### src/rtl/aes_pkg.sv
// Shared constants, row-offset/byte-position helpers and beat control record for aes_shift_rows_pipe.
// Build option AES_SHIFT_ROWS_BYPASS_EN adds a bypass flag to the beat record.
package aes_pkg;

    localparam int NB_128 = 4;
    localparam int NB_192 = 6;
    localparam int NB_256 = 8;

    function automatic int shift_offset(input int nb, input int row);
        int off;
        case (row)
            0:       off = 0;
            1:       off = 1;
            2:       off = (nb == NB_256) ? 3 : 2;
            3:       off = (nb == NB_256) ? 4 : 3;
            default: off = 0;
        endcase
        return off;
    endfunction

    // Byte (r,c) sits column-major with byte 0 in the MSBs of the state word.
    function automatic int byte_lsb(input int nb, input int row, input int col);
        return 32 * nb - 8 - 8 * (4 * col + row);
    endfunction

`ifdef AES_SHIFT_ROWS_BYPASS_EN
    typedef struct packed {
        logic bypass;
        logic inv;
    } beat_ctl_t;
`else
    typedef struct packed {
        logic inv;
    } beat_ctl_t;
`endif

endpackage

### src/rtl/aes_pipe_stage.sv
// One valid/ready register slice; loads when empty or when the downstream side accepts.
module aes_pipe_stage #(
    parameter int PW = 129
) (
    input  logic          clk,
    input  logic          rst_n,
    input  logic          i_valid,
    input  logic [PW-1:0] i_data,
    input  logic          i_ready,
    output logic          o_valid,
    output logic [PW-1:0] o_data
);

    logic          r_valid;
    logic [PW-1:0] r_data;
    logic          w_load;

    assign w_load = !r_valid || i_ready;

    // Stage register; payload only captured with a real beat so idle slots keep the last value.
    always_ff @(posedge clk or negedge rst_n) begin
        if (!rst_n) begin
            r_valid <= 1'b0;
            r_data  <= '0;
        end else if (w_load) begin
            r_valid <= i_valid;
            if (i_valid) begin
                r_data <= i_data;
            end
        end
    end

    assign o_valid = r_valid;
    assign o_data  = r_data;

endmodule

### src/rtl/aes_shift_rows_pipe.sv
// Pipelined ShiftRows/InvShiftRows for Nb = 4/6/8 with a valid/ready stream on both sides.
// Build option AES_SHIFT_ROWS_BYPASS_EN adds in_bypass/out_bypass for unpermuted pass-through.
module aes_shift_rows_pipe
    import aes_pkg::*;
#(
    parameter  int NB     = 4,
    parameter  int STAGES = 1,
    localparam int W      = 32 * NB
) (
    input  logic         clk,
    input  logic         rst_n,
    input  logic         in_valid,
    output logic         in_ready,
    input  logic         in_inv,
`ifdef AES_SHIFT_ROWS_BYPASS_EN
    input  logic         in_bypass,
    output logic         out_bypass,
`endif
    input  logic [W-1:0] in_state,
    output logic         out_valid,
    input  logic         out_ready,
    output logic         out_inv,
    output logic [W-1:0] out_state,
    output logic         busy
);

    localparam int PW = W + $bits(beat_ctl_t);

    if (!(NB == NB_128 || NB == NB_192 || NB == NB_256)) begin : g_bad_nb
        $error("aes_shift_rows_pipe: NB must be 4, 6 or 8");
    end
    if (STAGES < 1 || STAGES > 4) begin : g_bad_stages
        $error("aes_shift_rows_pipe: STAGES must be 1 to 4");
    end

    logic [W-1:0] w_fwd;
    logic [W-1:0] w_inv;
    logic [W-1:0] w_perm;
    beat_ctl_t    w_in_ctl;
    beat_ctl_t    w_out_ctl;

    for (genvar r = 0; r < 4; r++) begin : g_row
        for (genvar c = 0; c < NB; c++) begin : g_col
            localparam int S   = shift_offset(NB, r);
            localparam int DST = byte_lsb(NB, r, c);
            assign w_fwd[DST +: 8] = in_state[byte_lsb(NB, r, (c + S) % NB) +: 8];
            assign w_inv[DST +: 8] = in_state[byte_lsb(NB, r, (c + NB - S) % NB) +: 8];
        end
    end

    // Direction select and control record for the incoming beat.
    always_comb begin
        w_in_ctl     = '0;
        w_in_ctl.inv = in_inv;
        w_perm       = in_state;
`ifdef AES_SHIFT_ROWS_BYPASS_EN
        w_in_ctl.bypass = in_bypass;
        if (in_bypass) begin
            w_perm = in_state;
        end else if (in_inv) begin
            w_perm = w_inv;
        end else begin
            w_perm = w_fwd;
        end
`else
        if (in_inv) begin
            w_perm = w_inv;
        end else begin
            w_perm = w_fwd;
        end
`endif
    end

    logic [STAGES:0] w_valid;
    logic [STAGES:0] w_load;
    logic [PW-1:0]   w_data [STAGES+1];

    assign w_valid[0] = in_valid;
    assign w_data[0]  = {w_in_ctl, w_perm};

    // Backpressure: a slot can load if it, or any slot after it, is empty, or the sink accepts.
    always_comb begin
        w_load         = '0;
        w_load[STAGES] = out_ready;
        for (int k = STAGES - 1; k >= 0; k--) begin
            w_load[k] = !w_valid[k+1] || w_load[k+1];
        end
    end

    for (genvar k = 0; k < STAGES; k++) begin : g_stage
        aes_pipe_stage #(.PW(PW)) u_stage (
            .clk     (clk),
            .rst_n   (rst_n),
            .i_valid (w_valid[k]),
            .i_data  (w_data[k]),
            .i_ready (w_load[k+1]),
            .o_valid (w_valid[k+1]),
            .o_data  (w_data[k+1])
        );
    end

    assign in_ready               = w_load[0];
    assign out_valid              = w_valid[STAGES];
    assign {w_out_ctl, out_state} = w_data[STAGES];
    assign out_inv                = w_out_ctl.inv;
    assign busy                   = |w_valid[STAGES:1];
`ifdef AES_SHIFT_ROWS_BYPASS_EN
    assign out_bypass             = w_out_ctl.bypass;
`endif

endmodule

### config.mk
export PLATFORM = sky130hd
export DESIGN_NAME = aes_shift_rows_pipe
export DESIGN_NICKNAME = d
export VERILOG_FILES = /design/src/rtl/aes_pkg.sv /design/src/rtl/aes_pipe_stage.sv /design/src/rtl/aes_shift_rows_pipe.sv
export SDC_FILE = /design/constraint.sdc
export NUM_CORES = 1
export LEC_CHECK = 0
export ABC_AREA = 0
export CORE_ASPECT_RATIO = 1.1
export CORE_MARGIN = 3
export CORE_UTILIZATION = 31
export DETAILED_ROUTE_END_ITERATION = 8
export PLACE_DENSITY_LB_ADDON = 0.12
export SYNTH_ARGS = -nofsm -noshare
export SYNTH_HDL_FRONTEND = slang
export SYNTH_HIERARCHICAL = 1
export SYNTH_SLANG_ARGS = --single-unit
### constraint.sdc
create_clock -name clk -period 3.4 [get_ports clk]
set_input_delay 0.34 -clock clk [delete_from_list [all_inputs] [get_ports clk]]
set_output_delay 0.34 -clock clk [all_outputs]
set_load 0.05 [all_outputs]
==> results.md <==
Layout:
- The share of post-route cells with drive strength above 1 is 36.9%.
- The non-filler instance count after layout is 880.
- The final core utilization is about 49%.
- The number of fill cells is 1,732.
- The top cell types in the final layout, fill and taps aside, are sky130_fd_sc_hd__clkdlybuf4s50_1 (262), sky130_fd_sc_hd__mux2_4 (161), sky130_fd_sc_hd__dfrtp_1 (130), sky130_fd_sc_hd__mux2_2 (32), sky130_fd_sc_hd__clkbuf_16 (17).
- The library cell used most frequently in the layout, excluding fill and tap cells, is sky130_fd_sc_hd__clkdlybuf4s50_1.
- The area added between synthesis and finish is 53.0%.
- The total inserted antenna cells is 0.
- The net count reported at finish is 749.
- After routing the design area is 0.00972 sq mm.

STA:
- The number of hold violations in the final report is 0.
- At the pin with the least slew margin, the transition time is 0.699 ns.
- The final period demand of the worst path is 2.09 ns.
- For this run, the top clock speed supported by timing is 479 MHz.
- Setup repair after global routing left no endpoint under its margin.
- The count of pins over their slew limit is 0.
- The max-slew headroom at the worst pin is 53.4%.
- The setup-violating endpoint count in the final report is 0.
- The ratio of final minimum period to clock period is 61.4%.
- The clock arrives with 0.00463 ns of skew.
- The sum of negative setup slack is 0 ns.

Floorplanning:
- The die is 143 microns wide.
- Measured along the y axis, the die boundary spans between 150 and 200 microns.
- In this run the count of I/O pins placed on the die edge is 265.
- After floorplanning, the core was divided into 54 placement rows.
- The die outline area is approximately 0.022 sq mm.
- The initial core utilization is a little under a third.
- The core area is 0.0200 sq mm.

Global route:
- The via count of the first global-routing pass came to ~4,400.
- The global-route layer with the greatest usage is met2.
- Global routing consumed, on the met1 layer, 16.6% of the routing resources.
- In the global route stage, met2 resource usage came out at between 20% and 30%.
- The overall overflow remaining after global route is 0.
- The number of antenna violations at the first check in global routing was 0.
- The global-route wire length before repair is 24,600 microns.
- The global-route usage over all layers is between 10% and 20%.
- Entering global routing, the biggest net connects 70 pins.
- The met3 routing resource usage after global routing is 5.55%.

CTS:
- CTS saw 130 sinks.
- The number of buffers created by CTS is 17.
- The maximum buffer depth of the clock tree is 2.
- The clock slew seen by the registers of the worst setup and hold paths is 0.06 ns.
- The CTS tree is yes.
- The tree is rooted in a sky130_fd_sc_hd__clkbuf_16.
- The total number of H-tree levels is 4.
- The number of gates resized after CTS was 0.
- Buffers inserted to repair hold after CTS numbered 1.
- The post-CTS repair timing setup buffer count is 0.
- The insertion delay of the later-clocked pin in the worst-skew pair is 0.41 ns.

Route:
- The aggregate routed wire length is 15,800 microns.
- The residual antenna-violating net count after detailed routing is 0.
- The detailed-route vias per instance is ~4.4.
- Detailed routing inserted a total of 3,885 vias.
- The first detailed-routing pass took 4 iterations.
- For this run, design rule violations remaining after detail routing come to 0.
- The average wire per cell in the routed design is 18.0 microns.
- For this block, the initial DRC count from the detailed router was 117.

Synth:
- The dominant cell type by area after synthesis is sky130_fd_sc_hd__dfrtp_1.
- The average size of a mapped cell is 18.2 sq um.
- The synthesized design devotes to its leading area cell type 51.2% of total area.
- The post-synth design cell area is 0.00635 sq mm.
- The fraction of the yosys area taken by sequential cells is 51.2%.
- The number of unique standard cell types used by synthesis is 10.
- The register bit count reported by yosys is 130.
- The net count after synthesis is 482.
- The post-synthesis cell count is about 350.
- By area the synthesized netlist is led by sky130_fd_sc_hd__dfrtp_1 (51%), sky130_fd_sc_hd__mux2_4 (38%), sky130_fd_sc_hd__mux2_2 (5.7%).
- Yosys printed 6 warnings.

Hold path:
- The min-delay analysis places its worst path in the category in -> async.

Run status:
- The run finished with clean final reports.

Placement:
- The sum of net half-perimeters after detailed placement is roughly 11,000 microns.
- Port buffering added 264 buffers.
- Once placement completed, the tool counted placed cells totaling 848.
- Routability-driven placement finished with a final weighted congestion of 0.753.
- The placed instances occupy a cell area of 0.00911 sq mm.

Critical path:
- In this run the worst path has a maximum fanout of 4.
- STA classifies the critical path endpoint as an output pin.
- The type of element launching the critical path is a flop.
- The worst path arrival time is between 1.5 and 2 ns.
- The type of the setup path with the least slack is reg -> out.
- The endpoint required time on the critical path is 3.06 ns.

Flow run:
- The number of maximum-capacitance violations is 0.

Power:
- The peak supply drop is 278 uV.
- For this design the ratio of total power to cell area is 619 mW/mm^2.
- In this run the static leakage power is between 4 and 5 nW.
final timing paths:
check / start / endpoint / slack, ns / cells past startpoint
min in group clk: g_stage[0].u_stage/o_data[128] / g_stage[0].u_stage/o_data[128] / 0.50 / 1
worst max-delay path: g_stage[0].u_stage/o_valid / in_ready / 1.31 / 2
worst max register to register: g_stage[0].u_stage/o_valid / g_stage[0].u_stage/o_data[109] / 1.46 / 4
worst min register to register: g_stage[0].u_stage/o_data[128] / g_stage[0].u_stage/o_data[128] / 0.50 / 1
max in group asynchronous: rst_n / g_stage[0].u_stage/o_data[66] / 2.09 / 3
worst min-delay path: rst_n / g_stage[0].u_stage/o_data[7] / 0.47 / 2
routing by layer:
metal / vias up / wire (microns)
li1: 1781 / -
met1: 1940 / 6410
met2: 150 / 7970
met3: 14 / 1210
met4: 0 / 223
met5: - / 0
registers in the layout (all words and copies together) (netlist names):
name	cells
g_stage.u_stage/o_data	129
g_stage.u_stage/o_valid	1
power by group:
part           switching, mW  leakage, nW  internal, mW
Combinational           1.25         2.60         0.960
Clock                  0.694        0.278          1.17
Sequential             0.142         1.52          1.80
stage by stage:
stage / setup slack (ns) / total power [mW] / hold WS, ns
floorplan: 1.79 / 3.39 / 0.0444
global placement: 1.08 / 4.17 / 0.360
detailed placement: 1.03 / 4.19 / 0.381
CTS: 1.28 / 6.11 / 0.494
global route: 1.25 / 6.27 / 0.513
finish: 1.31 / 6.02 / 0.465
final cells by class:
class / instances / area, sq um / area share (%)
multi-input cells: 197 / 2820 / 29.1
repair buffers: 270 / 2730 / 28.0
clock inverters: 12 / 159 / 1.63
well taps: 252 / 315 / 3.24
clock buffers: 19 / 443 / 4.56
flip-flops and latches: 130 / 3250 / 33.5
critical path: stages (launching register included):
cell                              delay (ns)
sky130_fd_sc_hd__dfrtp_1                0.43
sky130_fd_sc_hd__nand2b_1               0.10
sky130_fd_sc_hd__clkdlybuf4s50_1        0.81
kinds of logic (layout without fill, tap and decap cells):
family / Yosys count / in the layout / synth area share [%]
flops: 130 / 130 / 51.2
simple gates: 4 / 4 / 0.512
buf+inv: 22 / 301 / 4.57
mux: 193 / 193 / 43.7
synth_stat cells:
library cell / count
sky130_fd_sc_hd__mux2_2: 32
sky130_fd_sc_hd__buf_2: 1
sky130_fd_sc_hd__buf_4: 1
sky130_fd_sc_hd__nand2_2: 1
sky130_fd_sc_hd__nand2b_1: 2
sky130_fd_sc_hd__nand2b_4: 1
sky130_fd_sc_hd__buf_6: 14
sky130_fd_sc_hd__mux2_4: 161
sky130_fd_sc_hd__dfrtp_1: 130
sky130_fd_sc_hd__buf_12: 6
No activity file was read; power rests on OpenSTA's default activity.
